`src/rtl/program_loader_pkg.sv`:
```
// Shared widths and loader state encodings.
// No logic here; imported by the loader and its write stage.
package program_loader_pkg;

   localparam int DATA_W_DEF = 16;
   localparam int ADDR_W_DEF = 12;

   typedef enum logic [1:0] {
      ST_IDLE = 2'd0,
      ST_LOAD = 2'd1,
      ST_HOLD = 2'd2,
      ST_RUN  = 2'd3
   } state_e;

   // A zero-length load skips straight to the reset-hold phase.
   function automatic state_e start_state(input logic zero_len);
      return zero_len ? ST_HOLD : ST_LOAD;
   endfunction

endpackage

```
`src/rtl/program_loader_write_stage.sv`:
```
// Registered memory write port plus running checksum of accepted words.
// One-cycle latency from accept to mem_we; never stalls (no backpressure).
module loader_write_stage
   import program_loader_pkg::*;
#(
   parameter int DATA_W = DATA_W_DEF,
   parameter int ADDR_W = ADDR_W_DEF
) (
   input  logic              clk,
   input  logic              rst,
   input  logic              clr,
   input  logic              wr_vld,
   input  logic [ADDR_W-1:0] wr_addr,
   input  logic [DATA_W-1:0] wr_dat,
   output logic              mem_we,
   output logic [ADDR_W-1:0] mem_addr,
   output logic [DATA_W-1:0] mem_wdata,
   output logic [DATA_W-1:0] checksum
);

   logic              we_q, we_d;
   logic [ADDR_W-1:0] addr_q, addr_d;
   logic [DATA_W-1:0] data_q, data_d;
   logic [DATA_W-1:0] sum_q, sum_d;

   always_comb begin
      we_d   = wr_vld;
      addr_d = addr_q;
      data_d = data_q;
      sum_d  = sum_q;
      if (wr_vld) begin
         addr_d = wr_addr;
         data_d = wr_dat;
      end
      // Sum is registered alongside the write so it moves in the mem_we cycle.
      if (clr) begin
         sum_d = '0;
      end else if (wr_vld) begin
         sum_d = sum_q + wr_dat;
      end
   end

   always_ff @(posedge clk or negedge rst) begin
      if (!rst) begin
         we_q   <= 1'b0;
         addr_q <= '0;
         data_q <= '0;
         sum_q  <= '0;
      end else begin
         we_q   <= we_d;
         addr_q <= addr_d;
         data_q <= data_d;
         sum_q  <= sum_d;
      end
   end

   assign mem_we    = we_q;
   assign mem_addr  = addr_q;
   assign mem_wdata = data_q;
   assign checksum  = sum_q;

endmodule

```
`src/rtl/program_loader.sv`:
```
// Boot loader: streams words into processor memory, then holds cpu_rst RST_HOLD cycles.
// Write lands one cycle after accept; in_ready only in LOAD while words remain.
module program_loader
   import program_loader_pkg::*;
#(
   parameter int                DATA_W    = DATA_W_DEF,
   parameter int                ADDR_W    = ADDR_W_DEF,
   parameter logic [ADDR_W-1:0] BASE_ADDR = '0,
   parameter int                RST_HOLD  = 4
) (
   input  logic              clk,
   input  logic              rst,
   input  logic              load_start,
   input  logic [ADDR_W:0]   load_len,
   input  logic              in_valid,
   input  logic [DATA_W-1:0] in_data,
   output logic              in_ready,
   output logic              mem_we,
   output logic [ADDR_W-1:0] mem_addr,
   output logic [DATA_W-1:0] mem_wdata,
   output logic              cpu_rst,
   output logic              running,
   output logic              busy,
   output logic [DATA_W-1:0] checksum
);

   localparam int                HOLD_W    = $clog2(RST_HOLD + 1);
   localparam logic [HOLD_W-1:0] HOLD_INIT = HOLD_W'(RST_HOLD);

   state_e            state_q, state_d;
   logic [ADDR_W:0]   len_q, len_d;
   logic [ADDR_W:0]   count_q, count_d;
   logic [HOLD_W-1:0] hold_q, hold_d;
   logic              clr_sum;
   logic              accept;
   logic [ADDR_W-1:0] wr_addr;

   always_comb begin
      state_d  = state_q;
      len_d    = len_q;
      count_d  = count_q;
      hold_d   = hold_q;
      clr_sum  = 1'b0;
      in_ready = 1'b0;
      case (state_q)
         ST_IDLE, ST_RUN: begin
            if (load_start) begin
               len_d   = load_len;
               count_d = '0;
               hold_d  = HOLD_INIT;
               clr_sum = 1'b1;
               state_d = start_state(load_len == '0);
            end
         end
         ST_LOAD: begin
            in_ready = (count_q < len_q);
            if (in_ready && in_valid) begin
               count_d = count_q + (ADDR_W + 1)'(1);
            end
            // count==len only in the cycle the final word is being written.
            if (count_q == len_q) begin
               state_d = ST_HOLD;
               hold_d  = HOLD_INIT;
            end
         end
         ST_HOLD: begin
            hold_d = hold_q - HOLD_W'(1);
            if (hold_d == '0) begin
               state_d = ST_RUN;
            end
         end
         default: begin
            state_d = ST_IDLE;
         end
      endcase
   end

   always_ff @(posedge clk or negedge rst) begin
      if (!rst) begin
         state_q <= ST_IDLE;
         len_q   <= '0;
         count_q <= '0;
         hold_q  <= '0;
      end else begin
         state_q <= state_d;
         len_q   <= len_d;
         count_q <= count_d;
         hold_q  <= hold_d;
      end
   end

   assign accept  = in_valid & in_ready;
   assign wr_addr = BASE_ADDR + count_q[ADDR_W-1:0];

   assign cpu_rst = (state_q != ST_RUN);
   assign running = (state_q == ST_RUN);
   assign busy    = (state_q == ST_LOAD) || (state_q == ST_HOLD);

   loader_write_stage #(
      .DATA_W (DATA_W),
      .ADDR_W (ADDR_W)
   ) u_write_stage (
      .clk       (clk),
      .rst       (rst),
      .clr       (clr_sum),
      .wr_vld    (accept),
      .wr_addr   (wr_addr),
      .wr_dat    (in_data),
      .mem_we    (mem_we),
      .mem_addr  (mem_addr),
      .mem_wdata (mem_wdata),
      .checksum  (checksum)
   );

endmodule
```
`config.mk`:
```
export PLATFORM = sky130hd
export DESIGN_NAME = program_loader
export DESIGN_NICKNAME = d
export VERILOG_FILES = /design/src/rtl/program_loader_pkg.sv /design/src/rtl/program_loader_write_stage.sv /design/src/rtl/program_loader.sv
export SDC_FILE = /design/constraint.sdc
export NUM_CORES = 1
export LEC_CHECK = 0
export ABC_AREA = 1
export BUFFER_PORTS_ARGS = -buffer_cell sky130_fd_sc_hd__buf_2
export CORE_AREA = 2 2 91 93
export DETAILED_ROUTE_END_ITERATION = 12
export DIE_AREA = 0 0 93 95
export PLACE_DENSITY_LB_ADDON = 0.05
export SLEW_MARGIN = 40
export SYNTH_ARGS = -nofsm -noshare
export SYNTH_HDL_FRONTEND = slang
export SYNTH_SLANG_ARGS = --single-unit
```
`constraint.sdc`:
```
create_clock -name clk -period 6 [get_ports clk]
set_clock_uncertainty 0.15 [all_clocks]
set_input_delay 0 -clock clk [delete_from_list [all_inputs] [get_ports clk]]
set_output_delay 0 -clock clk [all_outputs]
set_load 0.02 [all_outputs]
```
# Word-level counts from Yosys, hierarchy flattened
# Cells that the tools add are included.
# totals
latch_bits,0
n_memories,0
ram_bits,0
reg_bits,76
word_cells,50
out_inout_bits,49
in_bits,33
mem_bits_ro,0
# op_classes
n_shift,0
bitwise,1
div_mod_pow,0
reduce_logical,12
magnitude_cmp,1
multipliers,0
add_sub_neg,3
mux,16
n_eq_ne,9
# op_table
op,n
16-bit 2-to-1 mux,2
13-bit 2-to-1 mux,2
13-bit one-hot mux with 2 select lines,1
16-bit adder,1
13-bit by 1-bit adder with 13-bit output (second input constant),1
13-bit equality test,1
13-bit logical NOT,1
13-bit less-than comparator,1
2-bit inequality test (second input constant),5
3-bit one-hot mux with 3 select lines,1
2-bit 2-to-1 mux,4
3-bit 2-to-1 mux,2
2-bit one-hot mux with 3 select lines,1
3-bit AND reduction,2
2-bit equality test (second input constant),2
2-bit AND reduction,2
2-bit nonzero test,2
3-bit logical NOT,1
1-bit 2-to-1 mux,3
3-bit by 1-bit subtractor with 3-bit output (second input constant),1
2-bit by 1-bit equality test with 1-bit output (second input constant),1
2-bit logical NOT,1
2-bit OR reduction,1
1-bit bitwise AND,1
other kinds (2),2

# Longest topological paths before layout
# logic_depth
ltp_word,5
ltp_mapped,13
mapped_depth_nobuf,12

# Hierarchy
# A second synthesis with hierarchy kept.
# hier_totals
hier_cells,659
area_unflattened_um2,4695.8
# by_module_without_submodules
mod,cells_each,seq_area_each_um2,n_inst,area_per_inst_um2
loader_write_stage,359,1126.1,1,2577.5
program_loader,300,775.7,1,2118.3

# Least setup slack after synthesis
# No wires, ideal clock.
# synth_path
kind,reg2reg
startpoint,register u_write_stage.sum_q[0] (netlist: u_write_stage.checksum[0])
endpoint,register u_write_stage.sum_q[8] (netlist: u_write_stage.checksum[8])
period_less_slack_ns,1.977
setup_ns,0.116
n_path_buf,0
path_slack_ns,4.023
t_required_ns,5.734
path_stages_with_launch,12
t_arrival_ns,1.711
cell_sequence,dfrtp_1 > ha_1 > fa_1 > nand2_1 > nand2_1 > and2_1 > nand2_1 > nand2_1 > xnor2_1 > inv_1 > nand2_1 > nand2_1
# synth_via
elab_chain_cells,3
# synth_lines
item,line,rtl
from (decl),program_loader_write_stage.sv:24,"logic [DATA_W-1:0] sum_q, sum_d;"
from (signal assigned),program_loader_write_stage.sv:53,sum_q <= sum_d;
16-bit adder,program_loader_write_stage.sv:39,sum_d = sum_q + wr_dat;
16-bit 2-to-1 mux,program_loader_write_stage.sv:38,end else if (wr_vld) begin
16-bit 2-to-1 mux,program_loader_write_stage.sv:36,if (clr) begin
# Every way passes these cells. The select of a mux whose other input is x is not followed.
# A chain may end at the register's enable or synchronous reset.

# Worst setup path after layout
# layout_path
startpoint,register state_q[1]
endpoint,register count_q[10]
# layout_via
elab_chain_cells,4
word_cells_on_any_way,9
classes_between,eq/ne: 4; mux: 1; reduce/logical: 4
# layout_lines
item,line,rtl
from (decl),program_loader.sv:30,"state_e state_q, state_d;"
from (signal assigned),program_loader.sv:85,state_q <= state_d;
2-bit equality test / 2-bit logical NOT (equally long branches),program_loader.sv:45,case (state_q)
2-bit OR reduction,program_loader.sv:45,
2-bit inequality test (no source line) / 2-bit nonzero test (equally long branches),--,
3-bit AND reduction (no source line),--,
to (signal assigned),program_loader.sv:87,count_q <= count_d;
to (decl),program_loader.sv:32,"logic [ADDR_W:0] count_q, count_d;"
# Several ways; a longest one is shown, not always the timed one.

==> flow_metrics.py <==
metrics = {
    "synth": {
        "synth_top_area_share": 0.409,
        "netlist_area_um2": 4650,
        "synth.area.top_cells": "dfrtp_1, nand2_1, ha_1, inv_1, nand3_1",
        "synth_most_common_cell": "nand2_1",
        "syn_avg_cell_area_um2": 7.24,
        "synth_common_cells": "nand2_1, inv_1, dfrtp_1, nand3_1",
        "async_reset_ff_frac": 1.00,
        "synth-edff-count": 0,
        "yosysUniqueCellTypes": 30,
        "syn_inst": 642,
        "synth_top_area_cell": "dfrtp_1",
        "synthFlopType": "dfrtp_1",
        "ys_seq_area_frac": 0.409,
        "syn-num-nets": 710,
        "ys_ff_latch": 76,
        "ys_warn_count": 0,
    },
    "cts": {
        "clock_tree.buffer_depth": 2,
        "cts_tree": "yes",
        "path_clk_slew_ns": 0.08,
        "cts-root-buf": "clkbuf_8",
        "cts_sinks": 76,
        "cts_buffers": 9,
        "cts-htree-levels": 3,
        "hold_buffers": 31,
        "cts_resized": 0,
        "cts_setup_buffers": 0,
        "worstSkewPairLatency_ns": 0.35,
    },
    "die": {
        "core_um2": 7930,
        "io_pins": 82,
        "die_h_um": 95,
        "dieArea_um2": 8840,
        "start_util": 0.587,
        "placementRows": 33,
        "die_w_um": 93,
    },
    "routing": {
        "wire_per_inst_um": 12.8,
        "routed_wl_um": 11000,
        "dr.first_iter.drc_count": 180,
        "dr.pass1.iters": 4,
        "vias_per_cell": 5.05,
        "antenna_left": 0,
        "drc": 0,
        "num_vias": 4346,
    },
    "critical_path": {
        "r2r_end": "count_q[10]",
        "r2r-start": "state_q[1]",
        "setup.worst_path.start": "state_q[1]",
        "crit_path_start_kind": "flip-flop",
        "worst_r2r_path_depth": 11,
        "worst_ep_required_time_ns": 6.09,
        "arrival_ns": 2.77,
        "reg2reg_slack_ns": 3.32,
        "crit_fanout": 45,
        "cp-end-kind": "flip-flop",
        "critical_path_class": "flip-flop to flip-flop",
    },
    "pwr": {
        "switchingPower_mw": 1.14,
        "comb_power_share": 0.513,
        "clock_power_share": 0.161,
        "cellPowerDensity_nw_per_um2": 428,
        "switching_share": 0.473,
        "p_leak_nw": 3.24,
        "ir_worst_vdd_mv": 0.219,
        "intPower_mw": 1.27,
        "pwr-share-seq": 0.326,
    },
    "timing": {
        "rsz0062_at_grt": "false",
        "setup_tns_ns": 0,
        "final.min_clock_period_ns": 2.68,
        "finalHoldViolations": 0,
        "post-route-period-util": 0.446,
        "setup-violations-final": 0,
        "tightest_slew_ns": 0.705,
        "report.final.slew_viol_count": 0,
        "slew_headroom": 0.529,
        "fmax_mhz": 373,
    },
    "global_routing": {
        "grt_first_pass_wirelength_um": 18800,
        "grt_pass1_vias": 4270,
        "grt.total_usage": 0.267,
        "antenna_found_initial": 0,
        "overflow": 0,
        "grt_max_degree": 77,
    },
    "finish": {
        "diodes": 0,
        "finalNetCount": 819,
        "layout-drive-gt1-share": 0.143,
        "utilization": 0.708,
        "syn_to_final_growth_pct": 20.6,
        "fillers": 680,
    },
    "placed_design": {
        "portBuffers": 81,
        "dp_hpwl_um": 7830,
        "gp_congestion": 0.885,
    },
    "outcome": {
        "status": "finished, final reports clean",
    },
    "hold_path": {
        "hold_class": "input port to async pin",
    },
    "flow_run": {
        "drv_cap": 0,
    },
}
sequential cells by signal, indices dropped and copies added (netlist names):
register                 count
u_write_stage.checksum      16
u_write_stage.mem_wdata     16
count_q                     13
len_q                       13
u_write_stage.mem_addr      12
hold_q                       3
state_q                      2
u_write_stage.mem_we         1
per-layer routing:
metal,vias up,share of wire,global-route usage,routed length [um]
met4,0,0.014,0.0723,156
met1,2021,0.43,0.320,4700
met3,17,0.036,0.0415,401
met5,-,0,0,0
met2,95,0.52,0.498,5790
li1,2213,-,-,-
metrics by stage:
stage	std cells	power [mW]	hold WS (ns)	cell area, um^2	setup slack [ns]
after floorplan	642	1.71	-0.446	4650	4.02
after global placement	814	1.97	0.0579	5100	3.36
after detailed placement	814	2.00	-0.0697	5100	3.32
after CTS	861	2.41	0.0870	5610	3.31
after global routing	861	2.62	0.146	5610	2.96
final	861	2.40	0.0933	5610	3.32
cell usage in the layout, fill, tap and decap left out, drive strengths merged, types with 4 or more instances in the layout:
cell type,n
nand2,271
inv,92
buf,81
dfrtp,76
nand3,37
o21ai,34
ha,34
dlygate4sd3,31
nor2,31
a21oi,16
clkbuf,12
nor3,8
nand4,7
xor2,7
nand3b,5
xnor2,4
area by class of cell:
type	count	area [um^2]	share of cell area
Sequential cell	76	1900	0.339
Timing Repair Buffer	112	722	0.129
Inverter	91	342	0.0609
Clock inverter	4	30.0	0.00535
Tap cell	105	131	0.0234
Clock buffer	12	165	0.0294
Multi-Input combinational cell	461	2320	0.413
critical path, cell delays in order, from the launching register on:
cell and delay (ns):
dfrtp_1 0.41, inv_1 0.09, ha_1 0.33, nand2_1 0.09, nor2_1 0.11, nand2_1 0.09, a21oi_4 0.16, nand3_4 0.42
nand2_4 0.34, nand2_2 0.22, nand2_1 0.12, nand2_1 0.05
logic make-up (layout without fill, tap and decap cells):
family,count (synthesis),in the layout,synth area share
AO/OA/AOI/OAI,51,51,0.0578
XOR/XNOR,11,11,0.0207
adder cells (fa/ha/maj),35,35,0.0958
buffers and inverters,105,219,0.0928
flip-flops,76,76,0.409
AND/OR/NAND/NOR,364,364,0.324
how the worst max path moves through the flow:
stage / end / slack (ns) / depth (start not counted)
after global placement: u_write_stage.checksum[13] / 3.36 / 7
after global routing: count_q[9] / 2.96 / 11
after CTS: u_write_stage.checksum[12] / 3.31 / 7
after detailed placement: count_q[10] / 3.32 / 11
after floorplan: u_write_stage.checksum[8] / 4.02 / 11
final: count_q[10] / 3.32 / 11
power groups by stage:
stage,clock [mW],combinational [mW],sequential [mW]
6_report,0.387,1.23,0.782
5_1_grt,0.415,1.41,0.803
4_1_cts,0.395,1.23,0.783
3_5_place_dp,0,1.21,0.792
3_3_place_gp,0,1.18,0.785
2_1_floorplan,0,0.821,0.890
Note: power is estimated with default switching activity, not from simulation.
